File: src/rtl/npc_sequencer_pkg.sv
// Shared encodings for the fetch-stage next-PC sequencer.
// Branch op codes, judge classes, reset PC and FSM states.
package npc_sequencer_pkg;

  localparam logic [2:0] OP_BLEZ = 3'b000;
  localparam logic [2:0] OP_BGTZ = 3'b001;
  localparam logic [2:0] OP_BLTZ = 3'b010;
  localparam logic [2:0] OP_BGEZ = 3'b011;
  localparam logic [2:0] OP_J    = 3'b100;
  localparam logic [2:0] OP_JR   = 3'b101;

  localparam logic [1:0] JUDGE_ZERO = 2'b00;
  localparam logic [1:0] JUDGE_POS  = 2'b01;
  localparam logic [1:0] JUDGE_NEG  = 2'b10;
  localparam logic [1:0] JUDGE_INV  = 2'b11;

  localparam logic [31:0] RESET_PC_DEF = 32'h0000_3000;

  localparam logic ST_RUN  = 1'b0;
  localparam logic ST_PEND = 1'b1;

  function automatic logic is_cond_op(input logic [2:0] op);
    return (op[2] == 1'b0);
  endfunction

endpackage

File: src/rtl/npc_sequencer_br_cond.sv
// Branch condition decode: op + judge class -> taken condition.
// Purely combinational; flags conditional ops with an invalid judge.
module npc_sequencer_br_cond
  import npc_sequencer_pkg::*;
(
  input  logic [2:0] br_op,
  input  logic [1:0] judge,
  output logic       cond,
  output logic       invalid
);

  logic zero, pos, neg;

  assign zero = (judge == JUDGE_ZERO);
  assign pos  = (judge == JUDGE_POS);
  assign neg  = (judge == JUDGE_NEG);

  assign invalid = is_cond_op(br_op) &&
                   (judge == JUDGE_INV);

  always_comb begin
    cond = 1'b0;
    unique case (1'b1)
      (br_op == OP_BLEZ): cond = zero | neg;
      (br_op == OP_BGTZ): cond = pos;
      (br_op == OP_BLTZ): cond = neg;
      (br_op == OP_BGEZ): cond = zero | pos;
      (br_op == OP_J):    cond = 1'b1;
      (br_op == OP_JR):   cond = 1'b1;
      default:            cond = 1'b0;
    endcase
  end

endmodule

File: src/rtl/npc_sequencer.sv
// Fetch-stage next-PC sequencer owning the F-stage PC register.
// Define DELAY_SLOT_EN to keep the delay-slot instruction (flush_f=0).
module npc_sequencer
  import npc_sequencer_pkg::*;
#(
  parameter logic [31:0] RESET_PC = RESET_PC_DEF,
  parameter int          CNT_W    = 16
) (
  input  logic             clk,
  input  logic             reset,
  input  logic             stall,
  input  logic             fetch_ready,
  input  logic             br_valid,
  input  logic [2:0]       br_op,
  input  logic [1:0]       BRJudge,
  input  logic [31:0]      pc_d,
  input  logic [15:0]      imm16,
  input  logic [25:0]      instr_index,
  input  logic [31:0]      rs_val,
  output logic [31:0]      pc_f,
  output logic             taken,
  output logic             flush_f,
  output logic             hold_d,
  output logic             bad_judge,
  output logic [CNT_W-1:0] taken_cnt
);

  logic        state;
  logic [31:0] tgt_q;
  logic [31:0] target;
  logic [31:0] br_off;
  logic        cond;
  logic        invalid;
  logic        eval;

  npc_sequencer_br_cond u_cond (
    .br_op   (br_op),
    .judge   (BRJudge),
    .cond    (cond),
    .invalid (invalid)
  );

  assign eval   = br_valid & ~stall & (state == ST_RUN);
  assign taken  = eval & cond;
  assign hold_d = (state == ST_PEND);
  assign br_off = {{14{imm16[15]}}, imm16, 2'b00};

  always_comb begin
    target = pc_d + 32'd4 + br_off;
    unique case (1'b1)
      (br_op == OP_J):  target = {pc_d[31:28], instr_index, 2'b00};
      (br_op == OP_JR): target = rs_val;
      default:          target = pc_d + 32'd4 + br_off;
    endcase
  end

`ifdef DELAY_SLOT_EN
  assign flush_f = 1'b0;
`else
  assign flush_f = taken | (hold_d & fetch_ready);
`endif

  always_ff @(posedge clk) begin
    if (reset) begin
      state     <= ST_RUN;
      pc_f      <= RESET_PC;
      tgt_q     <= '0;
      bad_judge <= 1'b0;
      taken_cnt <= '0;
    end else begin
      if (eval & invalid)
        bad_judge <= 1'b1;
      if (state == ST_PEND) begin
        if (fetch_ready) begin
          pc_f      <= tgt_q;
          taken_cnt <= taken_cnt + 1'b1;
          state     <= ST_RUN;
        end
      end else if (!stall) begin
        if (taken) begin
          if (fetch_ready) begin
            pc_f      <= target;
            taken_cnt <= taken_cnt + 1'b1;
          end else begin
            tgt_q <= target;
            state <= ST_PEND;
          end
        end else if (fetch_ready) begin
          pc_f <= pc_f + 32'd4;
        end
      end
    end
  end

endmodule
File: config.mk
export PLATFORM = sky130hd
export DESIGN_NAME = npc_sequencer
export DESIGN_NICKNAME = d
export VERILOG_FILES = /design/src/rtl/npc_sequencer_pkg.sv /design/src/rtl/npc_sequencer_br_cond.sv /design/src/rtl/npc_sequencer.sv
export SDC_FILE = /design/constraint.sdc
export NUM_CORES = 1
export LEC_CHECK = 0
export ABC_CLOCK_PERIOD_IN_PS = 5480
export BUFFER_PORTS_ARGS = -buffer_cell sky130_fd_sc_hd__buf_2
export CAP_MARGIN = 30
export CORE_ASPECT_RATIO = 0.9
export CORE_MARGIN = 3
export CORE_UTILIZATION = 60
export DETAILED_ROUTE_END_ITERATION = 6
export PLACE_DENSITY = 0.85
export SETUP_SLACK_MARGIN = 0.15
export SYNTH_ARGS = -nofsm -noshare
export SYNTH_HDL_FRONTEND = slang
export SYNTH_SLANG_ARGS = --single-unit
File: constraint.sdc
create_clock -name clk -period 5.48 [get_ports clk]
set_input_delay 0.548 -clock clk [delete_from_list [all_inputs] [get_ports clk]]
set_output_delay 0.548 -clock clk [all_outputs]
set_load 0.01 [all_outputs]
==> results.txt <==
The run finished with clean final reports. The post-route core utilization is 0.7145. The die is 120.6 um wide. The setup fix buffers added after clock tree synthesis is 0. The placement row count came out at 37. In this run the count of I/O pins placed on the die edge is 168. The clock tree synthesis step divided the H-tree into 3 levels. The total grt overflow came out at 0. The final weighted congestion in routability-driven placement came out at 0.9821. The cell area that synthesis handed to floorplanning was roughly 7100 um^2. The total of fill cells in the finished design came out at approximately 1,000. The sum of negative setup slack is 0 ns. After synthesis the netlist holds a flip-flop and latch count of 82. The area of the die came out at around 13,000 um^2. Before antenna repair, the detailed router went through 6 iterations. The mean instance size in the synthesized netlist is slightly below 8 um^2.

The type of the tightest min-delay check is reg -> reg. The total leakage power came out at about 3.6 nW. Setup repair after global routing left no endpoint under its margin. The clock reaches the later pin of the worst-skew pair after roughly 0.35 ns. For this run, the post-layout net count is ~1,200. Entering global routing, the biggest net connects 66 pins. 0 antenna diodes ended up in the layout. In this run the remaining antenna-violating nets after routing total 0. The area inside the core boundary is 11,480 um^2.

The simple logic cell fraction of the synthesized area came out at 0.2280. The starting density of the core came out at 0.6179. In this run the power spent charging and discharging nets is roughly 670 uW.

The tree is rooted in a sky130_fd_sc_hd__clkbuf_16. The count of final hold-check violations was 0. The total number of clock tree sinks came out at between 80 and 90. The origin of the critical flop-to-flop path is hold_d. Counting I/O delays and the setup requirement, the final critical path takes between 3 and 4 ns. The via count of the first global-routing pass is just over 7,000. The number of failing setup endpoints in the final timing report is 0. TritonCTS built the clock tree. The startpoint type of the worst setup path is an input port.

For this run, the register share of the synthesized area comes to 0.2314. Clock-pin slew was measured on the worst setup and hold paths at about 0.06 ns. The post-synthesis share of cell area spent on xor and xnor gates came out at 0.06049.

Of the post-synthesis cell area, the part taken by muxes is 0.04250. The number of antenna violations at the first check in global routing came out at 0. The post-route clock skew is 0.009198 ns. The synthesized net count came out at 1,091.

The worst slack on hold paths is between 0.4 and 0.5 ns. For the pin with the worst max-slew slack, the measured transition is roughly 1.1 ns. The combinational group share of total power came out at 0.328. The average wire length per cell after detail routing is approximately 19 um.

The maximum root-to-sink buffer count is 2. The relative contribution of the clock network to total power came out at 0.329. The count of input and output buffers came out at 167. The synthesized netlist cell count is between 900 and 1,000.

After detailed routing, the number of vias per cell comes to 6.517. The share of cells above drive strength 1 came out at 0.2150. The post-route DRC violation count is 0. The total power density per cell area came out at approximately 230 nW/um^2.

The critical path arrival is roughly 2.8 ns. After synthesis, the netlist uses 82 different library cells. After layout, the worst setup slack is between 2 and 2.5 ns. The area added between synthesis and finish came out at 15.63%. The critical path in this run is classified as in -> out.

The multi-input combinational cells in the finished layout cover a total of 5060 um^2. The async set-or-reset flop fraction in the synthesized netlist is 0. The number of enable flip-flop cells after synthesis is 0. The part of the total power dissipated in sequential elements came out at 0.343. Of the total synthesized cell area, the portion taken by full adders, half adders and majority gates is 0.1069. The max-slew violation count came to 0. The wire length of the first global-routing pass came out at 36,500 um. In this run the vertical extent of the chip is ~110 um.

The startpoint of the worst setup timing path is br_op[0]. The number of vias in the routed layout is around 7,900. The sort of element at the end of the critical path is an output pin. The beginning of the worst hold path is tgt_q[25].

Leaving out fill and tap cells, the most frequent cell in the layout is sky130_fd_sc_hd__buf_2. The placed wire-length estimate after detailed placement came out at ~17,000 um. The total internal power came out at about 1.2 mW. The sum of routed wire length over all layers is approximately 23,000 um. The final critical-path share of the clock period is 0.6066. The sequential cell area came out at roughly 1600 um^2. In the layout the commonest cells are sky130_fd_sc_hd__buf_2, sky130_fd_sc_hd__nor2_1, sky130_fd_sc_hd__dfxtp_1. The compound-cell area share of the yosys netlist is 0.2732.

The max-slew headroom at the worst pin is 0.2750. The data required time at the worst endpoint is between 4 and 5 ns. The tool flagged a number of max-cap violations equal to 0. The worst-case IR drop observed on VDD is around 0.00018 V. The count of routing violations after the opening detailed-route iteration is around 900.

Static timing analysis puts the maximum clock frequency at 300.8 MHz. The cts-stage hold buffer count is 0. The most used flip-flop cell after synthesis is sky130_fd_sc_hd__dfxtp_1.

Of the total power, the share spent switching nets is 0.3542. The number of gates resized after CTS came out at 0. The CTS buffer count is 9. The dominant combinational cell family by area after synthesis is compound AO/OA/AOI/OAI gates.

For this run, the total global-route usage over all layers was measured as 0.3441. Along the worst path, the maximum fanout reaches 21. Yosys printed 0 warnings. The pre-CTS setup slack came out at 1.856 ns.
-- critical path, stage by stage --
cell,delay [ns]
sky130_fd_sc_hd__buf_2,0.42
sky130_fd_sc_hd__buf_4,0.42
sky130_fd_sc_hd__a211o_2,0.21
sky130_fd_sc_hd__nand2_1,0.05
sky130_fd_sc_hd__buf_4,0.21
sky130_fd_sc_hd__inv_1,0.36
sky130_fd_sc_hd__buf_4,0.36
sky130_fd_sc_hd__buf_2,0.19
-- area by class of cell --
cell class,count,area share
sequential,82,0.2001
inverter,18,0.008237
tap,156,0.02379
clock inverter,6,0.008084
clock buffer,10,0.02913
timing repair buffer,180,0.1138
multi-input combinational,755,0.6168
-- cell usage after synthesis, drive strengths merged (8+ instances only) --
library cell,n,share of area
nor2b,8,0.0071
o211ai,9,0.0095
or3,16,0.014
a31oi,16,0.014
dfxtp,82,0.23
ha,59,0.10
a221oi,18,0.023
a21o,13,0.014
buf,11,0.0093
a21oi,77,0.056
inv,17,0.0090
nor4,9,0.010
and3,16,0.014
a211oi,21,0.023
nand2,77,0.041
mux2i,29,0.041
o21ai,63,0.044
nor3,29,0.020
nand4,24,0.022
clkbuf,49,0.039
nor2,90,0.048
nand3,40,0.029
xor2,20,0.025
xnor2,29,0.036
-- state kept, by name (all words and copies together), names as in the netlist --
name	flops
pc_f	32
tgt_q	32
taken_cnt	16
bad_judge	1
hold_d	1
-- final timing paths --
path / to / slack, ns / depth (start not counted)
min reg2reg: tgt_q[25] / 0.46 / 2
max reg2reg: pc_f[28] / 2.67 / 8
max: taken / 2.16 / 8
min: tgt_q[25] / 0.46 / 2
-- power by group through the flow --
stage          Clock [mW]  Sequential, mW  Combinational, mW
4_1_cts             0.621           0.646              0.605
5_1_grt             0.647           0.650              0.680
3_5_place_dp            0           0.659              0.601
2_1_floorplan           0           0.660              0.418
3_3_place_gp            0           0.658              0.593
6_report            0.622           0.647              0.619
-- per-stage QoR --
stage | std cells | power (mW) | area (um^2)
5_1_grt | 1207 | 1.977 | 8203
2_1_floorplan | 915 | 1.077 | 7094
4_1_cts | 1207 | 1.872 | 8203
3_3_place_gp | 1190 | 1.251 | 7890
3_5_place_dp | 1191 | 1.260 | 7898
6_report | 1207 | 1.888 | 8203
-- cell families (layout without fill, tap and decap cells) --
| group | count (synthesis) | in the layout |
|---|---|---|
| AND/OR/NAND/NOR | 329 | 329 |
| AO/OA/AOI/OAI | 287 | 287 |
| flip-flops | 82 | 82 |
| buffers and inverters | 78 | 214 |
| adder cells (fa/ha/maj) | 60 | 60 |
| XOR/XNOR | 49 | 49 |
| multiplexers | 30 | 30 |
-- per-layer routing --
metal  GRT usage  up-vias  wire length (um)  share of wire
li1            -     3713                 -              -
met4      0.1108        0               584          0.025
met2      0.5572      438             10360           0.45
met3     0.06743       46              2410           0.11
met5           0        -                 0              0
met1      0.4639     3669              9582           0.42
Note: power is estimated with default switching activity, not from simulation.
